$ cat config.mk
export PLATFORM = sky130hd
export DESIGN_NAME = ptw_mem_port_flat
export DESIGN_NICKNAME = d
export VERILOG_FILES = /design/src/rtl/ptw_mem_port_if.sv /design/src/rtl/ptw_mem_port.sv /design/src/flat_wrapper.sv
export SDC_FILE = /design/constraint.sdc
export NUM_CORES = 1
export LEC_CHECK = 0
export CAP_MARGIN = 20
export CORE_MARGIN = 2
export CORE_UTILIZATION = 38
export CTS_CLUSTER_SIZE = 16
export DETAILED_ROUTE_END_ITERATION = 12
export PLACE_DENSITY = 0.76
export SYNTH_ARGS = -nofsm -noshare
export SYNTH_HDL_FRONTEND = slang
export SYNTH_SLANG_ARGS = --single-unit
$ cat constraint.sdc
create_clock -name clk -period 2.4 [get_ports clk]
set_input_delay 0.24 -clock clk [delete_from_list [all_inputs] [get_ports clk]]
set_output_delay 0.24 -clock clk [all_outputs]
set_load 0.03 [all_outputs]
$ cat src/rtl/ptw_mem_port_if.sv
// Downstream 64-bit word port between the PTW memory responder and the memory hierarchy.
interface ptw_mem_port_if #(parameter int PA_WIDTH = 32);
  logic                mem_req_valid;
  logic                mem_req_ready;
  logic [PA_WIDTH-1:0] mem_req_addr;
  logic                mem_req_store;
  logic [63:0]         mem_req_data;
  logic                mem_rsp_valid;
  logic [63:0]         mem_rsp_data;

  modport master (
    output mem_req_valid, mem_req_addr, mem_req_store, mem_req_data,
    input  mem_req_ready, mem_rsp_valid, mem_rsp_data
  );

  modport slave (
    input  mem_req_valid, mem_req_addr, mem_req_store, mem_req_data,
    output mem_req_ready, mem_rsp_valid, mem_rsp_data
  );
endinterface

$ cat src/rtl/ptw_mem_port.sv
// PTW memory responder: serialises PTE reads and atomic A/D read-modify-write marks
// onto a single 64-bit downstream word port.
module ptw_mem_port #(
  parameter int PA_WIDTH = 32
) (
  input  logic                clk,
  input  logic                reset,
  input  logic                walk_req_valid,
  input  logic [PA_WIDTH-1:0] walk_req_addr,
  output logic                walk_rsp_valid,
  output logic [63:0]         walk_rsp_data,
  input  logic                mark_valid,
  input  logic                mark_accessed,
  input  logic                mark_dirty,
  input  logic [63:0]         mark_addr,
  output logic                mark_rsp_valid,
  ptw_mem_port_if.master      mem,
  output logic                busy,
  output logic [2:0]          port_state,
  output logic [31:0]         rd_count,
  output logic [31:0]         wr_count
);

  typedef enum logic [2:0] {
    IDLE         = 3'd0,
    RD_ISSUE     = 3'd1,
    RD_WAIT      = 3'd2,
    RMW_RD_ISSUE = 3'd3,
    RMW_RD_WAIT  = 3'd4,
    RMW_WR_ISSUE = 3'd5,
    RMW_WR_WAIT  = 3'd6
  } state_e;

  state_e state, state_next;

  logic                walk_pend, mark_pend;
  logic [PA_WIDTH-4:0] walk_addr_q, mark_addr_q;
  logic                mark_a_q, mark_d_q;
  logic [1:0]          cur_mask;

  logic                walk_go, mark_go, accept, skip_wr, issue_next;
  logic [PA_WIDTH-4:0] go_addr;
  logic [1:0]          go_mask;
  logic [63:0]         mask64;

  logic unused_addr_bits;
  assign unused_addr_bits = ^{walk_req_addr[2:0], mark_addr[63:PA_WIDTH], mark_addr[2:0]};

  // A same-cycle pulse counts as pending so dispatch costs no extra cycle.
  assign walk_go = (state == IDLE) && (walk_pend || walk_req_valid);
  assign mark_go = (state == IDLE) && !walk_go && (mark_pend || mark_valid);
  assign accept  = mem.mem_req_valid && mem.mem_req_ready;

  assign go_addr = walk_go ? (walk_pend ? walk_addr_q : walk_req_addr[PA_WIDTH-1:3])
                           : (mark_pend ? mark_addr_q : mark_addr[PA_WIDTH-1:3]);
  assign go_mask = mark_pend ? {mark_d_q, mark_a_q | mark_d_q}
                             : {mark_dirty, mark_accessed | mark_dirty};

  assign mask64  = {56'd0, cur_mask, 6'd0};
  assign skip_wr = !mem.mem_rsp_data[0] || ((mem.mem_rsp_data & mask64) == mask64);

  always_comb begin
    state_next = state;
    case (state)
      IDLE:         if (walk_go) state_next = RD_ISSUE;
                    else if (mark_go) state_next = RMW_RD_ISSUE;
      RD_ISSUE:     if (accept) state_next = RD_WAIT;
      RD_WAIT:      if (mem.mem_rsp_valid) state_next = IDLE;
      RMW_RD_ISSUE: if (accept) state_next = RMW_RD_WAIT;
      RMW_RD_WAIT:  if (mem.mem_rsp_valid) state_next = skip_wr ? IDLE : RMW_WR_ISSUE;
      RMW_WR_ISSUE: if (accept) state_next = RMW_WR_WAIT;
      RMW_WR_WAIT:  if (mem.mem_rsp_valid) state_next = IDLE;
      default:      state_next = IDLE;
    endcase
  end

  assign issue_next = (state_next == RD_ISSUE) || (state_next == RMW_RD_ISSUE) ||
                      (state_next == RMW_WR_ISSUE);

  always_ff @(posedge clk) begin
    if (reset) begin
      state             <= IDLE;
      walk_pend         <= 1'b0;
      mark_pend         <= 1'b0;
      walk_addr_q       <= '0;
      mark_addr_q       <= '0;
      mark_a_q          <= 1'b0;
      mark_d_q          <= 1'b0;
      cur_mask          <= 2'b00;
      mem.mem_req_valid <= 1'b0;
      mem.mem_req_addr  <= '0;
      mem.mem_req_store <= 1'b0;
      mem.mem_req_data  <= '0;
      walk_rsp_valid    <= 1'b0;
      walk_rsp_data     <= '0;
      mark_rsp_valid    <= 1'b0;
      rd_count          <= '0;
      wr_count          <= '0;
    end else begin
      state <= state_next;

      // A pulse landing on an already-set latch is a protocol violation and is dropped.
      if (walk_go) walk_pend <= 1'b0;
      else if (walk_req_valid && !walk_pend) begin
        walk_pend   <= 1'b1;
        walk_addr_q <= walk_req_addr[PA_WIDTH-1:3];
      end

      if (mark_go) mark_pend <= 1'b0;
      else if (mark_valid && !mark_pend) begin
        mark_pend   <= 1'b1;
        mark_addr_q <= mark_addr[PA_WIDTH-1:3];
        mark_a_q    <= mark_accessed;
        mark_d_q    <= mark_dirty;
      end

      // Mask is snapshotted at dispatch so a new mark pulse cannot disturb the RMW.
      if (mark_go) cur_mask <= go_mask;
      if (walk_go || mark_go) mem.mem_req_addr <= {go_addr, 3'b000};

      mem.mem_req_valid <= issue_next;
      mem.mem_req_store <= (state_next == RMW_WR_ISSUE);
      if (state == RMW_RD_WAIT && state_next == RMW_WR_ISSUE)
        mem.mem_req_data <= mem.mem_rsp_data | mask64;
      else if (state_next != RMW_WR_ISSUE)
        mem.mem_req_data <= '0;

      walk_rsp_valid <= (state == RD_WAIT) && mem.mem_rsp_valid;
      if (state == RD_WAIT && mem.mem_rsp_valid) walk_rsp_data <= mem.mem_rsp_data;

      mark_rsp_valid <= mem.mem_rsp_valid &&
                        (((state == RMW_RD_WAIT) && skip_wr) || (state == RMW_WR_WAIT));

      if (accept && (state == RD_ISSUE || state == RMW_RD_ISSUE)) rd_count <= rd_count + 32'd1;
      if (accept && state == RMW_WR_ISSUE) wr_count <= wr_count + 32'd1;
    end
  end

  assign busy       = (state != IDLE) || walk_pend || mark_pend;
  assign port_state = state;

endmodule

$ cat src/flat_wrapper.sv
// flat-port wrapper written by rule: the top's interface ports become plain ports
module ptw_mem_port_flat 
#(
  parameter int PA_WIDTH = 32
)
  (clk, reset, walk_req_valid, walk_req_addr, walk_rsp_valid, walk_rsp_data, mark_valid, mark_accessed, mark_dirty, mark_addr, mark_rsp_valid, busy, port_state, rd_count, wr_count, mem_mem_req_valid, mem_mem_req_addr, mem_mem_req_store, mem_mem_req_data, mem_mem_req_ready, mem_mem_rsp_valid, mem_mem_rsp_data);
  ptw_mem_port_if #(.PA_WIDTH(PA_WIDTH)) mem_i ();
  input  logic clk;
  input  logic reset;
  input  logic walk_req_valid;
  input  logic [PA_WIDTH-1:0] walk_req_addr;
  output logic walk_rsp_valid;
  output logic [63:0] walk_rsp_data;
  input  logic mark_valid;
  input  logic mark_accessed;
  input  logic mark_dirty;
  input  logic [63:0] mark_addr;
  output logic mark_rsp_valid;
  output logic busy;
  output logic [2:0] port_state;
  output logic [31:0] rd_count;
  output logic [31:0] wr_count;
  output wire logic [$bits(mem_i.mem_req_valid)-1:0] mem_mem_req_valid;
  output wire logic [$bits(mem_i.mem_req_addr)-1:0] mem_mem_req_addr;
  output wire logic [$bits(mem_i.mem_req_store)-1:0] mem_mem_req_store;
  output wire logic [$bits(mem_i.mem_req_data)-1:0] mem_mem_req_data;
  input wire logic [$bits(mem_i.mem_req_ready)-1:0] mem_mem_req_ready;
  input wire logic [$bits(mem_i.mem_rsp_valid)-1:0] mem_mem_rsp_valid;
  input wire logic [$bits(mem_i.mem_rsp_data)-1:0] mem_mem_rsp_data;
  assign mem_mem_req_valid = mem_i.mem_req_valid;
  assign mem_mem_req_addr = mem_i.mem_req_addr;
  assign mem_mem_req_store = mem_i.mem_req_store;
  assign mem_mem_req_data = mem_i.mem_req_data;
  assign mem_i.mem_req_ready = mem_mem_req_ready;
  assign mem_i.mem_rsp_valid = mem_mem_rsp_valid;
  assign mem_i.mem_rsp_data = mem_mem_rsp_data;
  ptw_mem_port #(.PA_WIDTH(PA_WIDTH)) u_core (.clk(clk), .reset(reset), .walk_req_valid(walk_req_valid), .walk_req_addr(walk_req_addr), .walk_rsp_valid(walk_rsp_valid), .walk_rsp_data(walk_rsp_data), .mark_valid(mark_valid), .mark_accessed(mark_accessed), .mark_dirty(mark_dirty), .mark_addr(mark_addr), .mark_rsp_valid(mark_rsp_valid), .mem(mem_i), .busy(busy), .port_state(port_state), .rd_count(rd_count), .wr_count(wr_count));
endmodule
### Word-level counts from Yosys, hierarchy flattened

Index checks and enable logic that the tools add are counted.

* flip-flop bits (word level): 292
* bits in latches: 0
* RAM bits: 0
* bits in read-only memories: 0
* input bits: 168
* output and inout port bits: 232
* logic and storage cells: 85
* memories: 0

* add/subtract/negate cells: 2
* $mul: 0
* div/mod/pow operators: 0
* order comparisons: 0
* equal/unequal tests: 11
* shift-type cells: 0
* muxes and demuxes: 15
* bitwise operators: 6
* reductions and logical operators: 34

Operators with widths (number)
* $mux W64: 2
* $mux W29: 3
* $add A32 B1 Y32 const B: 2
* $and A64 B8 Y64: 1
* $eq A64 B8 Y1: 1
* $or A64 B8 Y64: 1
* $mux W3: 8
* $pmux W3 S6: 1
* $eq A3 B3 Y1 const B: 4
* $logic_and A1 B1 Y1: 12
* $logic_or A1 B1 Y1: 10
* $eq A3 B2 Y1 const B: 3
* $eq A3 B1 Y1 const B: 2
* $reduce_or A2 Y1: 3
* $logic_not A1 Y1: 4
* $reduce_and A2 Y1: 2
* $logic_not A3 Y1: 1
* $ne A3 B3 Y1 const B: 1
* $reduce_bool A3 Y1: 1
* $mux W2: 1
* $not A1 Y1: 2
* $or A1 B1 Y1: 2
* $reduce_bool A2 Y1: 1

### Logic depth before layout (Yosys ltp)

* depth after elaboration: 11
* gate-level depth with buffers: 8
* depth with buffers taken out: 5

### Worst setup path before layout

Ideal clock, no wire load.

* path type: register -> register
* start: register u_core.rd_count[0]
* end: register u_core.rd_count[28]
* library setup time: 0.070 ns
* data arrival time: 2.146 ns
* required time: 2.330 ns
* setup slack: 0.183 ns
* cell stages (with the launch flop): 8
* buffers on the path: 2
* clock period less this slack: 2.217 ns
* path through: dfxtp_1 -> ha_1 -> nand2_1 -> or4_1 -> buf_2 -> buf_6 -> or4_1 -> a21oi_1

* longest elaborated chain between the ends: 1

RTL lines
* from (decl): line ptw_mem_port.sv:20 `output logic [31:0] rd_count,`
* from (signal assigned): line ptw_mem_port.sv:134 `if (accept && (state == RD_ISSUE || state == RMW_RD_ISSUE)) rd_count <= rd_count + 32'd1;`
* $add A32 B1 Y32: line ptw_mem_port.sv:134

Every way passes these cells.
A chain may end at the register's enable or synchronous reset.

### Worst setup path in the final report

* start: register u_core.state[2], in the netlist u_core.port_state[2]
* end: output port busy

* longest elaborated chain between the ends: 3

RTL lines
* from (decl): line ptw_mem_port.sv:34 `state_e state, state_next;`
* from (signal assigned): line ptw_mem_port.sv:100 `state <= state_next;`
* $reduce_bool A3 Y1: line ptw_mem_port.sv:139 `assign busy = (state != IDLE) || walk_pend || mark_pend;`
* $logic_or A1 B1 Y1 (2 in a row): line ptw_mem_port.sv:139
* to (decl): line flat_wrapper.sv:19 `output logic busy;`

Every way passes these cells.

==> metrics.md <==
| Metric | Value |
|---|---|
| Status | completed |
| CP delay by family, top | simple AND/OR/NAND/NOR gates |
| CP peak stage delay | around 450 ps |
| CP required | ~2200 ps |
| Sequential share of the synthesized area | 47.5% |
| Post-route DRC | 0 |
| Root Driver | clkbuf_16 |
| Worst slew pin tran | 754 ps |
| Relative slew margins | about half |
| Register Area | about 5800 um^2 |
| Starting Density | 38.8% |
| GRT Util Overall | 22.7% |
| Clk sinks | 292 |
| Die X-Extent | about 180 um |
| Clk_lat worst skew | 500 ps |
| Die Ht | 184 um |
| Via count | roughly 12,000 |
| Ys Warns | 0 |
| Post-CTS Setup Repair Bufs | 0 |
| Reg-to-Reg Start | u_core.rd_count[9]$_SDFFE_PP0P_ |
| Vias per inst | about 5.5 |
| Max Root-Sink Buffers | 3 |
| CP Buf/Inv Count | 1 |
| CTS tree | done |
| Die area | 33,900 um^2 |
| Net count reported at finish | 1,930 |
| Reg-to-Reg End | u_core.rd_count[17]$_SDFFE_PP0P_ |
| Most used DFF post-synth | dfxtp_1 |
| Synth area leaders | dfxtp_1 (47%), nand2_1 (9.1%), a21oi_1 (7.7%) |
| RSZ-0062 raised after global routing | false |
| # rows | 65 |
| Max-Cap Viols | 0 |
| Port Buf Inserts | approximately 360 |
| Final Hold Vio Count | 0 |
| Cells on worst reg2reg path | 4 |
| DRT Pass-1 Iters | 7 |
| Maximum VDD drop | between 0.4 and 0.5 mV |
| Largest net degree at the start of global routing | roughly 130 |
| Setup CP Type | flip-flop to primary output |
| DP HPWL | ~27,000 um |
| Placed Cells incl. Taps | between 2,000 and 2,500 |
| Non-Filler Instances | approximately 2,200 |
| Min-delay worst type | primary input to flip-flop |
| Max frequency | approximately 440 MHz |
| Synth-to-Final Area Change | 44.0% |
| Crit path arrival time | around 2100 ps |
| Worst hold stages | 2 |
| 1st-iter DRT viols | slightly above 700 |
| TNS Setup | 0 ps |
| PwrDens | between 700 and 800 nW/um^2 |
| I/O Pins | 400 |
| Post-synth top cells | nand2_1 (297), dfxtp_1 (292), a21oi_1 (190) |
| Core footprint | around 32,000 um^2 |
| Element type at the critical path end | primary output |
| Final wirelength | about 40,000 um |
| Final min period | between 2000 and 2500 ps |
| Initial antenna violation count | 1 |
| Final worst-path cycle share | 95.2% |
| Mean Syn Cell Area | 8.62 um^2 |
| Top-count cell post-synth | nand2_1 |
| Post-synth cell types | 54 |
| Synth Instances | between 1,000 and 1,500 |
| Worst path slowest cell | or3_4 |
| Ys async rst share | 0% |
| Cts hold-fix bufs | 0 |
| Layout fillers | 2,775 |
| Worst-path clk slew | 60 ps |
| Max Slew Vio Count | 0 |
| Worst Min Path Start | reset |
| Cell breakdown of the critical path | or3_4 > or3_1 > dlygate4sd2_1 |
| Vias in the first global route | approximately 12,000 |
| Ratio of cells with drive above 1 in the final layout | under 10% |
| Synthesized area | roughly 12,000 um^2 |
| Reg2Reg Setup Slack | 230 ps |
| CP Launch Type | flip-flop |
| Synthesized flop and latch total | a little under 300 |
| Post-synth EDFFs | 0 |
| First-pass GRT wire length | ~62,000 um |
| # setup viols final | 0 |
| Worst Hold End | u_core.wr_count[8]$_SDFFE_PP0P_ |
| GRT overflow | 0 |
| H-tree levels | 2 |
| Skew final | around 12 ps |
| Routed Antenna Nets | 0 |
| Routed WL per cell | 18.1 um |
| CP Max Fanout | 10 |
| Final GP Congestion | 0.845 |
| Cell taking the most area after synthesis | dfxtp_1 |
| CTS buffer count | 34 |
| Multi-input gate area | 6000 um^2 |
| Leak pwr | between 5 and 6 nW |
| Synth top area share | 47.5% |
| Total power | ~13 mW |
==> cell usage in the layout (no fill, tap or decap), drive strengths merged, types with 3 or more instances in the layout <==
cell type | netlist | final
nor3 | 8 | 8
mux2 | 39 | 39
a211oi | 4 | 4
dfxtp | 292 | 292
o21ai | 11 | 11
nor2b | 5 | 5
and4 | 8 | 8
nand4 | 20 | 20
a222oi | 7 | 7
clkinvlp | 0 | 4
nand3b | 3 | 3
nand2b | 5 | 5
xor2 | 4 | 4
inv | 10 | 10
nand2 | 297 | 297
or3 | 10 | 10
nand4b | 3 | 3
and3 | 6 | 6
o211ai | 22 | 22
clkbuf | 95 | 45
o31ai | 32 | 32
conb | 1 | 3
xnor2 | 12 | 12
buf | 31 | 62
clkinv | 0 | 6
clkdlybuf4s50 | 0 | 356
a21oi | 190 | 190
nand3 | 42 | 42
nor2 | 42 | 42
nor4 | 82 | 82
or4 | 38 | 38
or2 | 3 | 3
mux2i | 87 | 87
==> flip-flops by register name, indices dropped and copies added, names as in the netlist, 2 cells and up <==
register	count
u_core.walk_rsp_data	64
u_core.mem.mem_req_addr	29
u_core.port_state	3
u_core.cur_mask	2
u_core.mem.mem_req_data	64
u_core.walk_addr_q	29
u_core.wr_count	32
u_core.mark_addr_q	29
u_core.rd_count	32
==> how the worst max path moves through the flow <==
| stage | from | endpoint | depth (start not counted) |
|---|---|---|---|
| 6_report | u_core.port_state[2]$_SDFF_PP0_ | busy | 3 |
| 5_1_grt | u_core.rd_count[9]$_SDFFE_PP0P_ | u_core.rd_count[15]$_SDFFE_PP0P_ | 4 |
| 4_1_cts | u_core.port_state[2]$_SDFF_PP0_ | busy | 3 |
| 3_5_place_dp | mem_mem_req_ready | u_core.rd_count[28]$_SDFFE_PP0P_ | 6 |
| 3_3_place_gp | mem_mem_req_ready | u_core.rd_count[22]$_SDFFE_PP0P_ | 6 |
| 2_1_floorplan | u_core.rd_count[0]$_SDFFE_PP0P_ | u_core.rd_count[28]$_SDFFE_PP0P_ | 7 |
==> layout make-up <==
| type | instances | area share, % |
|---|---|---|
| Antenna cell | 1 | 0.0141 |
| Clock buffer | 45 | 5.50 |
| Clock inverter | 12 | 0.677 |
| Inverter | 10 | 0.212 |
| Multi-Input combinational cell | 1003 | 33.9 |
| Sequential cell | 292 | 33.0 |
| Tap cell | 402 | 2.84 |
| Timing Repair Buffer | 419 | 23.9 |
==> cells by family after synthesis <==
logic type / after synthesis / synth area share, %
adder cells (fa/ha/maj): 2 / 0.203
AND/OR/NAND/NOR: 577 / 22.9
flip-flops: 292 / 47.5
multiplexers: 126 / 10.6
XOR/XNOR: 16 / 1.14
AO/OA/AOI/OAI: 279 / 13.2
other: 1 / 0.0305
buffers and inverters: 136 / 4.47
==> metal layers <==
metal,track usage (%),vias up,part of all wire (%)
li1,-,5784,-
met2,38.4,418,48
met1,27.5,5763,41
met3,5.98,90,7.4
met4,8.74,0,3.5
met5,0,-,0
==> through the flow <==
| step | hold slack [ps] | area, um^2 | setup WS [ps] | util [%] |
|---|---|---|---|---|
| after detailed placement | 446 | 16600 | 22.5 | 52.4 |
| after global routing | 31.9 | 17700 | 29.7 | 55.9 |
| final | 28.8 | 17700 | 114 | 55.9 |
| after floorplan | 376 | 12300 | 183 | - |
| after CTS | 13.2 | 17700 | 31.9 | 55.9 |
| after global placement | 438 | 16600 | 33.2 | 52.4 |
==> repair_timing <==
action	in CTS	in global routing
pin swaps	0	0
resized for setup	1	3
setup endpoints to repair	1	8
==> where the power goes <==
group	total [mW]	switching, mW	internal (mW)
Clock	5.10	2.03	3.07
Sequential	5.22	0.134	5.08
Combinational	2.35	1.38	0.965
==> worst reg2reg max path, stage by stage, from the launching register on <==
cell and delay, ps:
dfxtp_1 440, nand4_1 240, or4_1 780, or4_1 480
a21oi_1 160
Note: power is estimated with default switching activity, not from simulation.
